[config.mk]
export PLATFORM = sky130hd
export DESIGN_NAME = bus_master_port
export DESIGN_NICKNAME = d
export VERILOG_FILES = /design/src/rtl/bus_pkg.sv /design/src/rtl/bus_rmw_merge.sv /design/src/rtl/bus_master_port.sv
export SDC_FILE = /design/constraint.sdc
export NUM_CORES = 1
export LEC_CHECK = 0
export CORE_MARGIN = 3
export CORE_UTILIZATION = 40
export CTS_CLUSTER_SIZE = 28
export DETAILED_ROUTE_END_ITERATION = 10
export GPL_TIMING_DRIVEN = 1
export MAX_ROUTING_LAYER = met4
export PLACE_DENSITY = 0.78
export SYNTH_ARGS = -nofsm -noshare
export SYNTH_HDL_FRONTEND = slang
export SYNTH_SLANG_ARGS = --single-unit
[constraint.sdc]
create_clock -name clk -period 2.55 [get_ports clk]
set_input_delay 0.51 -clock clk [delete_from_list [all_inputs] [get_ports clk]]
set_output_delay 0.51 -clock clk [all_outputs]
set_load 0.02 [all_outputs]
[src/rtl/bus_pkg.sv]
// Shared bus definitions for the slave_bus_if protocol.
//   ttype_t     : transfer type driven by the initiator (shared with slaves)
//   bmp_state_t : bus_master_port FSM states
//   BUS_WORD_W  : data/address word width
//   BUS_BE_W    : byte-enable width (one bit per byte lane)
package bus_pkg;

  localparam int unsigned BUS_WORD_W = 32;
  localparam int unsigned BUS_BE_W   = 4;

  typedef enum logic {
    READ  = 1'b0,
    WRITE = 1'b1
  } ttype_t;

  typedef enum logic [2:0] {
    StIdle,
    StRd,
    StWr,
    StRmwRd,
    StRmwWr,
    StResp
  } bmp_state_t;

  // States in which the port owns the bus and drives ss high.
  function automatic logic is_bus_state(bmp_state_t st);
    return (st == StRd) || (st == StWr) || (st == StRmwRd) || (st == StRmwWr);
  endfunction

endpackage

[src/rtl/bus_rmw_merge.sv]
// Byte-lane merge for read-modify-write stores.
//   old_i    : word read back from the slave
//   new_i    : lane-aligned store data
//   be_i     : byte enables, bit i selects new_i byte i
//   merged_o : per byte, be_i[i] ? new_i byte : old_i byte
module bus_rmw_merge
  import bus_pkg::*;
(
  input  logic [BUS_WORD_W-1:0] old_i,
  input  logic [BUS_WORD_W-1:0] new_i,
  input  logic [BUS_BE_W-1:0]   be_i,
  output logic [BUS_WORD_W-1:0] merged_o
);

  always_comb begin
    merged_o = old_i;
    for (int i = 0; i < BUS_BE_W; i++) begin
      if (be_i[i]) begin
        merged_o[8*i +: 8] = new_i[8*i +: 8];
      end
    end
  end

endmodule

[src/rtl/bus_master_port.sv]
// Initiator end of the slave_bus_if protocol. Converts core load/store requests into single
// outstanding bus transactions; sub-word stores become read-modify-write sequences because
// the bus has no byte strobes.
//   clk, rst_n          : clock, asynchronous active-low reset
//   req_*_i / req_ready_o : core request channel (accepted only in idle)
//   resp_valid_o        : one-cycle completion pulse, with resp_rdata_o / resp_err_o
//   bus_*               : addr, ss, ttype, wdata out; rdata, bdone in
// Optional feature: define BUS_TIMEOUT_EN to abort a transaction whose slave does not raise
// bdone within TIMEOUT_CYCLES cycles (resp_err_o=1, resp_rdata_o=0). Without it the port
// waits for bdone indefinitely and resp_err_o is tied low.
module bus_master_port
  import bus_pkg::*;
#(
  parameter int unsigned TIMEOUT_CYCLES = 16
) (
  input  logic                  clk,
  input  logic                  rst_n,
  input  logic                  req_valid_i,
  output logic                  req_ready_o,
  input  logic                  req_we_i,
  input  logic [BUS_WORD_W-1:0] req_addr_i,
  input  logic [BUS_WORD_W-1:0] req_wdata_i,
  input  logic [BUS_BE_W-1:0]   req_be_i,
  output logic                  resp_valid_o,
  output logic [BUS_WORD_W-1:0] resp_rdata_o,
  output logic                  resp_err_o,
  output logic [BUS_WORD_W-1:0] bus_addr_o,
  output logic                  bus_ss_o,
  output logic                  bus_ttype_o,
  output logic [BUS_WORD_W-1:0] bus_wdata_o,
  input  logic [BUS_WORD_W-1:0] bus_rdata_i,
  input  logic                  bus_bdone_i
);

  bmp_state_t state_q, state_d;

  logic [BUS_WORD_W-3:0] addr_q, addr_d;
  logic [BUS_WORD_W-1:0] wdata_q, wdata_d;
  logic [BUS_BE_W-1:0]   be_q, be_d;
  logic [BUS_WORD_W-1:0] rdata_q, rdata_d;
  logic [BUS_WORD_W-1:0] merged;
  logic                  timeout_hit;
  logic                  accept;

  // Byte offset is dropped: the bus only carries word addresses.
  logic [1:0] unused_addr_lsb;
  assign unused_addr_lsb = req_addr_i[1:0];

  assign accept = (state_q == StIdle) && req_valid_i;

  bus_rmw_merge u_merge (
    .old_i    (bus_rdata_i),
    .new_i    (wdata_q),
    .be_i     (be_q),
    .merged_o (merged)
  );

`ifdef BUS_TIMEOUT_EN
  logic [15:0] cnt_q, cnt_d;
  logic        err_q, err_d;

  assign timeout_hit = bus_ss_o && !bus_bdone_i && (cnt_q == 16'(TIMEOUT_CYCLES - 1));

  always_comb begin
    cnt_d = cnt_q;
    err_d = err_q;
    // Fresh budget for every bus phase, including RMW read -> write.
    if ((state_d != state_q) && is_bus_state(state_d)) begin
      cnt_d = '0;
    end else if (bus_ss_o && !bus_bdone_i) begin
      cnt_d = cnt_q + 16'd1;
    end
    if (accept) begin
      err_d = 1'b0;
    end else if (timeout_hit) begin
      err_d = 1'b1;
    end
  end

  always_ff @(posedge clk or negedge rst_n) begin
    if (!rst_n) begin
      cnt_q <= '0;
      err_q <= 1'b0;
    end else begin
      cnt_q <= cnt_d;
      err_q <= err_d;
    end
  end

  assign resp_err_o = resp_valid_o && err_q;
`else
  logic [31:0] unused_timeout_cycles;
  assign unused_timeout_cycles = TIMEOUT_CYCLES;
  assign timeout_hit           = 1'b0;
  assign resp_err_o            = 1'b0;
`endif

  always_comb begin
    state_d = state_q;
    addr_d  = addr_q;
    wdata_d = wdata_q;
    be_d    = be_q;
    rdata_d = rdata_q;
    unique case (state_q)
      StIdle: begin
        if (req_valid_i) begin
          addr_d  = req_addr_i[BUS_WORD_W-1:2];
          wdata_d = req_wdata_i;
          be_d    = req_be_i;
          if (!req_we_i) begin
            state_d = StRd;
          end else if (req_be_i == 4'hF) begin
            state_d = StWr;
          end else if (req_be_i == 4'h0) begin
            state_d = StResp;
          end else begin
            state_d = StRmwRd;
          end
        end
      end
      StRd: begin
        if (bus_bdone_i) begin
          rdata_d = bus_rdata_i;
          state_d = StResp;
        end else if (timeout_hit) begin
          rdata_d = '0;
          state_d = StResp;
        end
      end
      StWr, StRmwWr: begin
        if (bus_bdone_i) begin
          state_d = StResp;
        end else if (timeout_hit) begin
          rdata_d = '0;
          state_d = StResp;
        end
      end
      StRmwRd: begin
        if (bus_bdone_i) begin
          wdata_d = merged;
          state_d = StRmwWr;
        end else if (timeout_hit) begin
          // Abort skips the write phase entirely.
          rdata_d = '0;
          state_d = StResp;
        end
      end
      StResp: begin
        state_d = StIdle;
      end
      default: begin
        state_d = StIdle;
      end
    endcase
  end

  always_ff @(posedge clk or negedge rst_n) begin
    if (!rst_n) begin
      state_q <= StIdle;
      addr_q  <= '0;
      wdata_q <= '0;
      be_q    <= '0;
      rdata_q <= '0;
    end else begin
      state_q <= state_d;
      addr_q  <= addr_d;
      wdata_q <= wdata_d;
      be_q    <= be_d;
      rdata_q <= rdata_d;
    end
  end

  assign req_ready_o  = (state_q == StIdle);
  assign resp_valid_o = (state_q == StResp);
  assign resp_rdata_o = rdata_q;
  assign bus_ss_o     = is_bus_state(state_q);
  assign bus_ttype_o  = ((state_q == StWr) || (state_q == StRmwWr)) ? WRITE : READ;
  assign bus_addr_o   = {addr_q, 2'b00};
  assign bus_wdata_o  = wdata_q;

endmodule

==> impl_results.rst, run 1 <==
.. list-table::
   :header-rows: 1

   * - Metric
     - Value
   * - Synth top area cells
     - dfrtp_1, mux2_2, mux2_4, o31ai_4, buf_6
   * - Share of final-layout standard cells stronger than drive strength 1
     - 0.3265
   * - Count of yosys warnings during synthesis
     - 0
   * - Wirelength per Cell
     - 17.62 um
   * - Worst slew margin
     - 0.5274
   * - Total power after layout
     - 8.532 mW
   * - FMAX
     - about 0.42 GHz
   * - Count of different cell masters after synthesis
     - 26
   * - Signed area change from the synthesized netlist to the final layout
     - 53.21%
   * - Cell type with the largest total area after synthesis
     - dfrtp_1
   * - Total length of routed wires
     - 11.03 mm
   * - Clock tree from TritonCTS
     - built
   * - Sequential power share
     - 0.341
   * - Dpl ws
     - 0.09682 ns
   * - DR iter-0 viols
     - 112
   * - Total Die Area
     - 12,400 sq um
   * - Yosys reg bits
     - 101
   * - Number of synthesized flops with an enable pin
     - 0
   * - Netlist Area Pre-Place
     - 4439 sq um
   * - Area taken by flip-flops and latches
     - 2527 sq um
   * - Vias in the first global route
     - about 3,400
   * - Setup TNS
     - 0 ns
   * - Depth of the most critical reg-to-reg path
     - 3
   * - Via count
     - 3,045
   * - Leading cell types by count after synthesis
     - mux2_2, dfrtp_1, mux2_4, buf_2
   * - P_leak
     - 2.844 nW
   * - Minimum clock period after layout
     - around 2.4 ns
   * - Reg-to-reg setup timing slack
     - roughly 0.52 ns
   * - Placer congestion estimate
     - about 0.75
   * - Maximum number of pins on one net before global-route repair
     - 56
   * - First-pass iteration count of the detailed router
     - 4
   * - Arrival time of data at the critical path endpoint
     - roughly 1.9 ns
   * - Worst IR drop on VDD
     - 0.6004 mV
   * - Worst R2R End
     - addr_q[11]
   * - Die Wd
     - 111.3 um
   * - Launch point of the worst reg-to-reg path
     - state_q[2]
   * - Total routing resource utilization after global routing
     - 0.1860
   * - Row count
     - 37
   * - Number of fill cells
     - approximately 820
   * - Largest fanout of any net on the critical path
     - 11
   * - Syn_area_per_cell
     - 15.85 sq um
   * - Number of diodes added for antenna fixing
     - 0
   * - DRC
     - 0
   * - Required time worst endpoint
     - 2.04 ns
   * - Height of the chip
     - 111.3 um
   * - Boundary Pins
     - 206
   * - Initial Utilization
     - 0.4206
   * - Total CTS buffers
     - 9
   * - IO buf count
     - 200
   * - Initial antenna violation count
     - 0
   * - Outcome
     - complete, no violations
   * - Final Skew
     - 0.01592 ns
   * - Transition at the pin with the smallest max-transition slack
     - 0.7089 ns
   * - Clock latency of the later-clocked register in the worst-skew pair
     - 0.35 ns
   * - CTS clock-pin slew for the worst setup and hold paths
     - ~0.090 ns
   * - Period Utilization, post-route
     - 0.9353
   * - Power density normalized to cell area
     - 1254 nW/um^2
   * - Dominant cell by count in the synthesized netlist
     - mux2_2
   * - Unrepaired setup endpoints after global routing
     - no
   * - Share of flip-flops with an asynchronous set or reset after synthesis
     - 1.000
   * - Final setup violation count
     - 0
   * - Pins Over Slew Limit
     - 0
   * - CP endpoint kind
     - output port
   * - Residual overflow from global routing
     - 0
   * - Final layout net count
     - 590
   * - Number of sinks handled by clock tree synthesis
     - just over 100
   * - Clock root cell
     - clkbuf_8
   * - Multi-input gate area
     - 1813 sq um
   * - Area share of the leading cell type in the synthesized netlist
     - 0.5693
   * - Internal power consumption
     - 5.474 mW
   * - Cell count after synthesis
     - 280
   * - Switching part of the total
     - 0.3585
   * - Maximum clock path buffer count
     - 2
   * - Crit Path Class
     - reg -> out
   * - Commonest register cell after synthesis
     - dfrtp_1
   * - Class of the tightest hold or removal check
     - in -> async
   * - Clk network pwr share
     - 0.124
   * - Global-route wire length before repair
     - 18.01 mm
   * - Count of maximum capacitance violations
     - 0
   * - Count of endpoints failing hold in the final timing report
     - 0
   * - Ratio of routed vias to standard cells
     - 4.864
   * - Total net switching power
     - 3.058 mW
   * - Core ar.
     - 10,560 sq um
   * - Worst Setup Slack, final
     - 0.1650 ns
   * - Post-DP HPWL
     - 8.437 mm
   * - Sequential fraction of the synthesis area
     - 0.5693
   * - Final antenna-violating net count
     - 0
   * - Gate power share
     - 0.535
   * - Post-CTS Repair Setup Buffers
     - 0
   * - Deepest level of the CTS H-tree
     - 3
   * - Crit start category
     - flop
## worst max-delay path, cell delays in order (launching register included)
cell and delay [ns]:
dfrtp_1 0.51, nor3_1 0.33, clkdlybuf4s50_1 0.69
## how the worst max path moves through the flow
stage | cells after the start | to | slack [ns] | start
final | 2 | req_ready_o | 0.17 | state_q[2]
after detailed placement | 4 | addr_q[11] | 0.1 | req_valid_i
after CTS | 3 | bus_ss_o | 0.07 | state_q[1]
after global routing | 3 | bus_ss_o | 0.03 | state_q[1]
after floorplan | 5 | bus_wdata_o[0] | 0.78 | state_q[0]
after global placement | 4 | addr_q[8] | 0.13 | req_valid_i
## per-layer routing
metal,vias to the layer above,share of wire,GRT usage
met5,-,0,-
met4,0,0.011,0.04947
li1,1410,-,-
met1,1506,0.42,0.2313
met2,119,0.51,0.3104
met3,10,0.055,0.03967
## power groups by stage
stage	logic, mW	registers (mW)	clock network, mW
6_report	4.57	2.91	1.05
5_1_grt	4.81	3.03	1.16
4_1_cts	4.64	2.92	1.09
3_5_place_dp	4.62	2.94	0
3_3_place_gp	4.54	2.89	0
2_1_floorplan	1.55	3.81	0
## placed cells by master (no fill, tap or decap)
master,netlist,layout
clkdlybuf4s50_1,0,199
mux2_2,109,109
dfrtp_1,101,101
mux2_4,20,20
clkbuf_8,0,11
buf_4,4,9
o31ai_4,4,4
and3b_1,3,3
conb_1,1,3
clkinv_4,0,3
nor3_1,2,2
xnor2_1,2,2
nand3_1,2,2
nor2b_1,2,2
nand2_1,2,2
o21ai_0,2,2
a21boi_0,2,2
a21oi_1,2,2
nor2_1,2,1
nor2_2,0,1
nand3b_1,1,1
or4b_4,1,1
mux2_1,1,1
nand2b_1,1,1
or4_1,1,1
nand4_1,1,1
o21a_1,1,1
clkbuf_1,4,1
bufinv_16,0,1
buf_12,0,1
## sequential cells by signal, summed over array words and instances, names as in the netlist
name and flops:
state_q 3, be_q 4, resp_rdata_o 32, addr_q 30
bus_wdata_o 32
## cells by family after synthesis
| family | Yosys count | synth area share |
|---|---|---|
| AO/OA/AOI/OAI | 11 | 0.02875 |
| XOR/XNOR | 2 | 0.003947 |
| buffers and inverters | 17 | 0.02452 |
| flip-flops | 101 | 0.5693 |
| multiplexers | 130 | 0.3467 |
| other | 1 | 0.0008447 |
| AND/OR/NAND/NOR | 18 | 0.02593 |
## what timing repair did
| item | in CTS | in global routing |
|---|---|---|
| gates resized for setup | 0 | 1 |
| hold buffers | 0 | 0 |
| endpoints found under the setup margin | 0 | 1 |
## per-stage QoR
step,util,instance area [sq um],instances,hold slack (ns)
6_report,0.6444,6802,626,0.1997
5_1_grt,0.6444,6802,626,0.2320
4_1_cts,0.6441,6799,626,0.2143
3_5_place_dp,0.6241,6588,610,0.4939
3_3_place_gp,0.6241,6588,610,0.4731
2_1_floorplan,-,4447,282,0.2144
## final cells by class
class,instances,share of cell area
flip-flops and latches,101,0.3716
clock buffers,12,0.02281
clock inverters,4,0.008278
well taps,136,0.02502
repair buffers,209,0.3057
multi-input cells,164,0.2666
(Power assumes the default switching activity.)
==> inputs of run 2 (changes only) <==
--- a/config.mk
+++ b/config.mk
@@ -7,7 +7,7 @@
 export LEC_CHECK = 0
 export CORE_MARGIN = 3
 export CORE_UTILIZATION = 40
-export CTS_CLUSTER_SIZE = 28
+export CTS_CLUSTER_SIZE = 8
 export DETAILED_ROUTE_END_ITERATION = 10
 export GPL_TIMING_DRIVEN = 1
 export MAX_ROUTING_LAYER = met4
==> results of run 2 <==
No change in the layout: final DEF, timing and power equal those of run 1.
